--- config.mk ---
export PLATFORM = sky130hd
export DESIGN_NAME = imem_uart_loader
export DESIGN_NICKNAME = d
export VERILOG_FILES = /design/src/rtl/imem_loader_pkg.sv /design/src/rtl/uart_rx_8n1.sv /design/src/rtl/imem_uart_loader.sv
export SDC_FILE = /design/constraint.sdc
export NUM_CORES = 1
export LEC_CHECK = 0
export CORE_MARGIN = 2
export CORE_UTILIZATION = 53
export DETAILED_ROUTE_END_ITERATION = 10
export GPL_TIMING_DRIVEN = 0
export PLACE_DENSITY_LB_ADDON = 0.08
export SLEW_MARGIN = 15
export SYNTH_ARGS = -nofsm -noshare
export SYNTH_HDL_FRONTEND = slang
export SYNTH_SLANG_ARGS = --single-unit
--- constraint.sdc ---
create_clock -name clk -period 1.9 [get_ports clk]
set_clock_uncertainty 0.05 [all_clocks]
set_input_delay 0.285 -clock clk [delete_from_list [all_inputs] [get_ports clk]]
set_output_delay 0.285 -clock clk [all_outputs]
set_load 0.01 [all_outputs]
--- src/rtl/imem_loader_pkg.sv ---
// Shared types and defaults for the UART program loader.
package imem_loader_pkg;

  typedef enum logic [1:0] {
    IDLE = 2'd0,
    LEN  = 2'd1,
    DATA = 2'd2,
    SUM  = 2'd3
  } ld_state_t;

  typedef enum logic [1:0] {
    RX_IDLE  = 2'd0,
    RX_START = 2'd1,
    RX_DATA  = 2'd2,
    RX_STOP  = 2'd3
  } rx_state_t;

  localparam logic [7:0] HDR_BYTE_DEF = 8'hA5;

endpackage

--- src/rtl/uart_rx_8n1.sv ---
// 8N1 UART receiver. Bit timing uses a down-counter reloaded at each bit and
// compared against zero; sampling happens mid-bit.
//
// state    | meaning
// RX_IDLE  | line idle, waiting for a falling edge
// RX_START | half-bit wait, then confirm start bit is still low
// RX_DATA  | sampling 8 data bits, LSB first
// RX_STOP  | sampling stop bit; high -> byte valid, low -> framing error
module uart_rx_8n1
  import imem_loader_pkg::*;
#(
  parameter int CLK_DIV = 16
) (
  input  logic       clk,
  input  logic       rst,
  input  logic       rx,
  output logic       rx_valid,
  output logic [7:0] rx_byte,
  output logic       rx_ferr
);

  localparam int CNT_W = $clog2(CLK_DIV);
  localparam logic [CNT_W-1:0] HALF_TC = CNT_W'(CLK_DIV / 2 - 1);
  localparam logic [CNT_W-1:0] FULL_TC = CNT_W'(CLK_DIV - 1);

  rx_state_t        rx_state, rx_next;
  logic             rx_meta, rx_sync, rx_prev;
  logic [CNT_W-1:0] cnt;
  logic [2:0]       bit_idx;
  logic [7:0]       shreg;
  logic             tc;
  logic             fall;

  assign tc   = (cnt == '0);
  // A fall needs a preceding high, so after a framing error the line must
  // return high before the receiver can start again.
  assign fall = rx_prev & ~rx_sync;

  // Two-flop synchronizer plus previous-value flop for edge detection
  always_ff @(posedge clk or posedge rst) begin
    if (rst) begin
      rx_meta <= 1'b1;
      rx_sync <= 1'b1;
      rx_prev <= 1'b1;
    end else begin
      rx_meta <= rx;
      rx_sync <= rx_meta;
      rx_prev <= rx_sync;
    end
  end

  // Receiver state register
  always_ff @(posedge clk or posedge rst) begin
    if (rst) rx_state <= RX_IDLE;
    else     rx_state <= rx_next;
  end

  // Receiver next-state decode
  always_comb begin
    rx_next = rx_state;
    case (rx_state)
      RX_IDLE:  if (fall) rx_next = RX_START;
      RX_START: if (tc) rx_next = rx_sync ? RX_IDLE : RX_DATA;
      RX_DATA:  if (tc && bit_idx == 3'd7) rx_next = RX_STOP;
      RX_STOP:  if (tc) rx_next = RX_IDLE;
      default:  rx_next = RX_IDLE;
    endcase
  end

  // Bit timer, shift register and one-cycle result pulses
  always_ff @(posedge clk or posedge rst) begin
    if (rst) begin
      cnt      <= HALF_TC;
      bit_idx  <= 3'd0;
      shreg    <= 8'h00;
      rx_byte  <= 8'h00;
      rx_valid <= 1'b0;
      rx_ferr  <= 1'b0;
    end else begin
      rx_valid <= 1'b0;
      rx_ferr  <= 1'b0;
      case (rx_state)
        RX_IDLE: begin
          cnt     <= HALF_TC;
          bit_idx <= 3'd0;
        end
        RX_START: cnt <= tc ? FULL_TC : cnt - 1'b1;
        RX_DATA: begin
          if (tc) begin
            shreg   <= {rx_sync, shreg[7:1]};
            bit_idx <= bit_idx + 1'b1;
            cnt     <= FULL_TC;
          end else begin
            cnt <= cnt - 1'b1;
          end
        end
        RX_STOP: begin
          if (tc) begin
            if (rx_sync) begin
              rx_valid <= 1'b1;
              rx_byte  <= shreg;
            end else begin
              rx_ferr <= 1'b1;
            end
          end else begin
            cnt <= cnt - 1'b1;
          end
        end
        default: cnt <= HALF_TC;
      endcase
    end
  end

endmodule

--- src/rtl/imem_uart_loader.sv ---
// Serial program loader: parses A5/len/data/sum frames from the UART and
// writes instruction bytes into imem, holding the CPU until a verified load.
//
// state | meaning
// IDLE  | waiting for header byte; other bytes ignored
// LEN   | expecting length byte N (1..IMEM_DEPTH)
// DATA  | writing N instruction bytes, accumulating the sum
// SUM   | comparing checksum byte; release CPU on match
module imem_uart_loader
  import imem_loader_pkg::*;
#(
  parameter int         CLK_DIV    = 16,
  parameter int         IMEM_DEPTH = 16,
  parameter int         ADDR_W     = 4,
  parameter logic [7:0] HDR_BYTE   = HDR_BYTE_DEF
) (
  input  logic              clk,
  input  logic              rst,
  input  logic              rx,
  output logic              imem_we,
  output logic [ADDR_W-1:0] imem_waddr,
  output logic [7:0]        imem_wdata,
  output logic              cpu_hold,
  output logic              busy,
  output logic              load_done,
  output logic              load_err
);

  localparam logic [ADDR_W:0] ONE     = (ADDR_W + 1)'(1);
  localparam logic [7:0]      MAX_LEN = 8'(IMEM_DEPTH);

  ld_state_t       state, state_next;
  logic            rx_valid, rx_ferr;
  logic [7:0]      rx_byte;
  logic [ADDR_W:0] count;
  logic [ADDR_W:0] idx;
  logic [7:0]      sum;
  logic            is_hdr, len_bad, last_data, sum_ok;

  uart_rx_8n1 #(.CLK_DIV(CLK_DIV)) u_rx (
    .clk      (clk),
    .rst      (rst),
    .rx       (rx),
    .rx_valid (rx_valid),
    .rx_byte  (rx_byte),
    .rx_ferr  (rx_ferr)
  );

  // Loader state register
  always_ff @(posedge clk or posedge rst) begin
    if (rst) state <= IDLE;
    else     state <= state_next;
  end

  // Loader next-state decode; a framing error outside IDLE aborts the frame
  always_comb begin
    state_next = state;
    if (rx_ferr && state != IDLE) begin
      state_next = IDLE;
    end else if (rx_valid) begin
      case (state)
        IDLE:    if (is_hdr) state_next = LEN;
        LEN:     state_next = len_bad ? IDLE : DATA;
        DATA:    if (last_data) state_next = SUM;
        SUM:     state_next = IDLE;
        default: state_next = IDLE;
      endcase
    end
  end

  // Output-side decode of the received byte against the current frame
  always_comb begin
    busy      = (state != IDLE);
    is_hdr    = (rx_byte == HDR_BYTE);
    len_bad   = (rx_byte == 8'h00) || (rx_byte > MAX_LEN);
    last_data = ((idx + ONE) == count);
    sum_ok    = (rx_byte == sum);
  end

  // Frame datapath: write port, running sum, hold/done/error flags
  always_ff @(posedge clk or posedge rst) begin
    if (rst) begin
      imem_we    <= 1'b0;
      imem_waddr <= '0;
      imem_wdata <= 8'h00;
      cpu_hold   <= 1'b1;
      load_done  <= 1'b0;
      load_err   <= 1'b0;
      count      <= '0;
      idx        <= '0;
      sum        <= 8'h00;
    end else begin
      imem_we   <= 1'b0;
      load_done <= 1'b0;
      if (rx_ferr && state != IDLE) begin
        load_err <= 1'b1;
      end else if (rx_valid) begin
        case (state)
          IDLE: begin
            if (is_hdr) begin
              cpu_hold <= 1'b1;
              load_err <= 1'b0;
              sum      <= 8'h00;
            end
          end
          LEN: begin
            if (len_bad) begin
              load_err <= 1'b1;
            end else begin
              count      <= rx_byte[ADDR_W:0];
              idx        <= '0;
              imem_waddr <= '0;
            end
          end
          DATA: begin
            // imem_waddr holds the last written address, so it stops at
            // N-1 instead of wrapping after a full-depth load.
            imem_we    <= 1'b1;
            imem_wdata <= rx_byte;
            imem_waddr <= idx[ADDR_W-1:0];
            idx        <= idx + ONE;
            sum        <= sum + rx_byte;
          end
          SUM: begin
            if (sum_ok) begin
              cpu_hold  <= 1'b0;
              load_done <= 1'b1;
            end else begin
              load_err <= 1'b1;
            end
          end
          default: ;
        endcase
      end
    end
  end

endmodule

==> results of run 1 <==
==> layer usage <==
metal | track usage (%) | part of all wire (%)
met5 | 0 | 0
met2 | 34.2 | 49
met3 | 3.66 | 3.8
met1 | 29.5 | 45
met4 | 8.36 | 2.2
==> path summary, 6_finish.rpt <==
kind,from,to,slack (ns),cells past startpoint
setup / recovery,u_rx.rx_byte[1]$_DFFE_PP0P_,state[1]$_DFFE_PP0P_,-0.12,6
hold / removal,rx,u_rx.rx_meta$_DFF_PP1_,0.30,1
setup reg to reg,u_rx.rx_byte[1]$_DFFE_PP0P_,state[1]$_DFFE_PP0P_,-0.12,6
hold reg to reg,u_rx.rx_meta$_DFF_PP1_,u_rx.rx_sync$_DFF_PP1_,0.31,0
max in group asynchronous,rst,u_rx.cnt[1]$_DFFE_PP1P_,0.75,3
min in group asynchronous,rst,imem_waddr[1]$_DFFE_PP0P_,0.39,2
==> critical path, stage by stage, from the launching register on <==
cell and delay [ns]:
dfrtp_2 0.46, or4b_4 0.56, o21ai_4 0.24, buf_4 0.17, nand4_1 0.10, o32ai_2 0.14
mux2i_1 0.23
==> power groups by stage <==
stage	clock, µW	combinational [µW]	sequential (µW)
3_3_place_gp	0	541	1630
2_1_floorplan	0	464	1610
5_1_grt	1520	683	1640
3_5_place_dp	0	573	1630
4_1_cts	1450	592	1610
6_report	1440	607	1620
==> placed cells by master (no fill, tap or decap), types with 3 or more instances in the layout <==
cell and count:
nor3_1 4, ha_1 11, nand2b_1 3, o41ai_2 4
o22a_1 3, inv_1 15, bufinv_16 3, nand3_1 11
mux2_2 30, dfrtp_1 54, buf_4 25, mux2i_1 4
a21oi_1 8, xor2_1 3, o21ai_1 4, nand4_1 3
clkbuf_8 9, buf_6 9, ha_4 6, dfrtp_2 5
a21oi_2 3, dfstp_2 7, nand2_1 25, clkdlybuf4s50_1 18
nor2_1 13, xnor2_1 10
==> synth_stat cells (all sizes together), types with 4 or more instances <==
cell type / n / share of area, %
buf: 6 / 0.97
o31ai: 4 / 0.89
dfrtp: 59 / 44
o21ai: 10 / 1.8
nand2b: 4 / 0.74
inv: 18 / 2.0
o41ai: 5 / 1.3
xnor2: 11 / 2.9
nor2: 14 / 1.6
nand3: 15 / 2.2
mux2i: 4 / 1.2
a21oi: 11 / 1.6
clkbuf: 4 / 0.45
nand2: 25 / 2.8
mux2: 30 / 10
dfstp: 7 / 5.5
ha: 19 / 7.1
nor3: 5 / 0.74
==> cells by family (layout without fill, tap and decap cells) <==
family,after synthesis,in the layout
and+or+nand+nor,82,82
DFF,66,66
muxes,34,34
AOI/OAI and AO/OA,56,57
adders and majority gates,20,20
xor gates and xnor gates,14,14
buffers and inverters,28,95
==> what timing repair did <==
action	4_1_cts	5_1_grt
pin swaps	6	16
cloned	1	2
endpoints found under the setup margin	50	37
setup buffers	13	17
resized for setup	39	48
==> area by class of cell <==
class	instances	area (µm²)
Timing Repair Buffer	52	494
Clock buffer	9	124
Inverter	18	73.8
Sequential cell	66	1670
Fill cell	431	1650
Tap cell	77	96.3
Clock inverter	7	118
Buffer	9	81.3
Multi-Input combinational cell	207	1940
==> sequential cells by signal, indices dropped and copies added (netlist names), 4 cells and up, named ones only <==
| name | flops |
|---|---|
| count | 5 |
| u_rx.cnt | 4 |
| imem_wdata | 8 |
| u_rx.rx_byte | 8 |
| sum | 8 |
| imem_waddr | 4 |
| idx | 5 |
| u_rx.shreg | 8 |
==> metrics by stage <==
stage / setup slack [ns] / hold slack [ns] / area (µm²) / TNS, ns / total power [µW]
6_report: -0.124 / 0.305 / 4590 / -1.30 / 3660
5_1_grt: -0.195 / 0.310 / 4590 / -2.59 / 3830
4_1_cts: -0.182 / 0.292 / 4170 / -1.17 / 3660
3_5_place_dp: -0.334 / 0.298 / 3690 / -8.97 / 2210
3_3_place_gp: -0.292 / 0.296 / 3670 / -7.34 / 2170
2_1_floorplan: -0.0655 / 0.239 / 3380 / -0.249 / 2070
==> results.toml, run 1 <==
[sta]
period_needed_ns = 2.02
fmax_mhz = 494
slew_headroom_pct = 47.2
rsz0062_at_grt = "yes"
fin_ws_ns = -0.124
finalMaxSlewViolations = 0
tightestPinTransition_ns = 0.790
setup_viol = 18
hold_viol = 0
min_period_over_period_pct = 107

[synthesis]
synth-main-ff-cell = "dfrtp_1"
ys_seq_area_share_pct = 49.3
yosysWarnings = 0
synth_top_family_by_area = "compound AO/OA/AOI/OAI gates"
synth_compound_area_share_pct = 12.4
avgSynthCellArea_um2 = 11.2
synth_fp_nets = 323
ys_types = 56
synthXorXnorAreaFrac_pct = 3.64
async_flop_share_pct = 100
netlist_area_um2 = 3360
synth_simple_gate_area_share_pct = 12.3
synth_fa_ha_area_share_pct = 7.66
muxShareOfSynthArea_pct = 11.2
ys_seq_elements = 66
syn-instance-count = 300
synth-edff-count = 0

[finish]
syn2layout_area_growth_pct = 36.6
fin_nets = 386
drive_gt1_share_pct = 40.5
finalCoreUtilization_pct = 73.6
antennaDiodeCount = 0
final_cells = 445

[grt]
grt_pass1_wl_um = 12000
grt_max_degree = 36
grt_pass1_vias = 2489
grt_remaining_overflow = 0
antenna_found_initial = 0
grt_usage_pct = 21.5

[routing]
wl_per_cell_um = 18.2
via_per_inst = 5.94
first_pass_iters = 4
dr_total_vias = 2643
finalWirelength_um = 8100
drt_iter0_drc = 146
ant_nets = 0
drc = 0

[placed_design]
hpwl_um = 4680
place.gp.congestion = 0.774
dp.cells = 397
io_buffers = 19

[pwr]
combPwrFrac_pct = 16.6
powerDensity_nw_per_um2 = 797
ir_worst_vdd_uv = 728
p_leak_uw = 0.00209
switchingPower_uw = 993
p_clk_share_pct = 39.2
switching_share_pct = 27.1
internal_power_uw = 2670
p_seq_share_pct = 44.2

[clock_tree]
ctsHoldBuffers = 0
cts.sinks = 66
tritoncts = "done"
cts-htree-levels = 3
cts_made_buffers = 9
clockRootBuffer = "clkbuf_8"
clock_latency_ns = 0.34
clk_pin_slew_ns = 0.08
clk_path_buf_depth = 2

[floorplanning]
dieHeight_um = 83.7
fp.dieW_um = 83.7
core_um2 = 6240
boundaryPins = 20
die_area_um2 = 7000
fp-row-count = 29
initial_core_util_pct = 53.9

[status]
violations = "negative setup slack"
status = "finished with violations"

[min_path]
min_path_type = "in2reg"

[critical_path]
endpoint_kind = "flip-flop"
arrival_ns = 2.23
crit_path_max_fanout = 7
cp-start-kind = "flip-flop"
cp.required_ns = 2.11
crit_type = "reg2reg"

[run]
max_cap_violations = 0
(Power assumes the default switching activity.)
==> run 2, diff against run 1 <==
CORE_UTILIZATION = 57   (was 53)
DONT_BUFFER_PORTS = 1   (was unset)
==> results.toml, run 2 (same netlist as run 1, synthesis figures left out) <==
[status]
status = "finished with violations"
violations = "negative setup slack"

[placed_design]
io_buffers = 0
place.gp.congestion = 0.849
place_area_um2 = 3510
hpwl_um = 4490

[grt]
grt_remaining_overflow = 0
antenna_found_initial = 0
grt_usage_pct = 24.2
grt_max_degree = 28
grt_pass1_vias = 2359
grt_pass1_wl_um = 11900

[routing]
ant_nets = 0
drt_iter0_drc = 169
via_per_inst = 5.92
dr_total_vias = 2505
wl_per_cell_um = 18.2
drc = 0
finalWirelength_um = 7680
first_pass_iters = 4

[floorplanning]
die_area_um2 = 6530
initial_core_util_pct = 60.0
dieHeight_um = 80.8
fp-row-count = 27
fp.dieW_um = 80.8
boundaryPins = 20
core_um2 = 5610

[clock_tree]
clock_latency_ns = 0.33
cts_made_buffers = 9
clk_path_buf_depth = 2
tritoncts = "done"
clockRootBuffer = "clkbuf_8"
cts-htree-levels = 3
cts.sinks = 66
clk_pin_slew_ns = 0.07

[critical_path]
r2r_cells = 5
r2r-end = "sum[5]$_DFFE_PP0P_"
slowest_delay_ns = 0.56
cp.buffers_inverters = 1
crit_type = "reg2reg"
r2r_start = "u_rx.rx_byte[3]$_DFFE_PP0P_"
cp-startpoint = "u_rx.rx_byte[3]$_DFFE_PP0P_"
critical-path-top-delay-family = "compound AO/OA/AOI/OAI gates"
cpMaxStageDelayCell = "or4b_4"
cp.required_ns = 2.08
reg2reg_slack_ns = -0.13
cp-start-kind = "flip-flop"
arrival_ns = 2.21
worstPathCellList = "or4b_4 -> o21ai_4 -> buf_4 -> o2111ai_4 -> a32o_1"
crit_path_max_fanout = 7
endpoint_kind = "flip-flop"

[finish]
fin_nets = 369
syn2layout_area_growth_pct = 25.9
drive_gt1_share_pct = 39.6
layout_commonest_cell = "dfrtp_1"
design_area_um2 = 4240
antennaDiodeCount = 0
final_cell_mix = "dfrtp_1, buf_4, mux2_2, nand2_1, inv_1"

[sta]
hold_viol = 0
tightestPinTransition_ns = 0.550
finalMaxSlewViolations = 0
rsz0062_at_grt = "yes"
slew_headroom_pct = 63.0
whs_ns = 0.306
fmax_mhz = 492
fin_ws_ns = -0.131
min_period_over_period_pct = 107
period_needed_ns = 2.03
setup_viol = 18

[run]
max_cap_violations = 0

[min_path]
hold_depth = 0
min_to = "u_rx.rx_sync$_DFF_PP1_"
min_path_type = "reg2reg"
hold_start = "u_rx.rx_meta$_DFF_PP1_"

[pwr]
ir_worst_vdd_uv = 703
p_seq_share_pct = 46.8
combPwrFrac_pct = 17.8
internal_power_uw = 2470
switchingPower_uw = 983
switching_share_pct = 28.4
powerDensity_nw_per_um2 = 816
p_leak_uw = 0.00192
p_clk_share_pct = 35.3
[run 2: changes by cell type in the layout (fill, tap and decap cells not counted), moves of 3 or more]
cell	before	now
buf_4	25	31
buf_6	9	2
clkbuf_8	9	12
clkdlybuf4s50_1	18	0
o21ai_0	2	6
o41ai_1	0	4
o41ai_2	4	1
[run 2: power groups by stage]
| stage | logic (µW) | registers (µW) | clock network, µW |
|---|---|---|---|
| after CTS | 584 | 1610 | 1230 |
| after global placement | 537 | 1630 | 0 |
| after floorplan | 464 | 1610 | 0 |
| after global routing | 690 | 1630 | 1330 |
| final | 617 | 1620 | 1220 |
| after detailed placement | 557 | 1630 | 0 |
[run 2: layout make-up]
type	count	area, µm²
multi-input combinational	208	1840
clock inverter	5	52.6
clock buffer	11	151
sequential	66	1670
buffer	9	70.1
inverter	18	76.3
timing repair buffer	34	285
fill	366	1370
tap	72	90.1
[run 2: what timing repair did]
item | 4_1_cts | 5_1_grt
endpoints found under the hold margin | 13 | 0
endpoints found under the setup margin | 48 | 48
resized for setup | 39 | 16
gates cloned | 1 | 1
setup buffers | 17 | 13
pin swaps | 10 | 4
hold buffers | 2 | 0
[run 2: metrics by stage]
stage | instances | setup TNS, ns | utilization, % | setup slack [ns] | power [µW]
floorplan | 300 | -0.249 | - | -0.0655 | 2070
global placement | 372 | -8.29 | 61.9 | -0.310 | 2170
detailed placement | 374 | -9.57 | 62.6 | -0.346 | 2190
CTS | 409 | -1.26 | 72.4 | -0.122 | 3430
global route | 423 | -3.45 | 75.5 | -0.219 | 3650
finish | 423 | -1.16 | 75.5 | -0.131 | 3460
[run 2: worst max-delay path by stage]
stage,end,slack (ns),cells after the start
2_1_floorplan,sum[7]$_DFFE_PP0P_,-0.07,6
3_3_place_gp,sum[7]$_DFFE_PP0P_,-0.31,6
3_5_place_dp,count[0]$_DFFE_PP0P_,-0.35,6
4_1_cts,load_err$_DFFE_PP0P_,-0.12,5
5_1_grt,sum[2]$_DFFE_PP0P_,-0.22,5
6_report,sum[5]$_DFFE_PP0P_,-0.13,5
[run 2: layer usage]
layer  track usage (%)  vias to the layer above  routed length [µm]
li1                  -                     1186                   -
met1              34.0                     1242                3500
met2              37.4                       67                3690
met3              6.22                       10                 401
met4              7.12                        0                  82
met5                 0                        -                   0
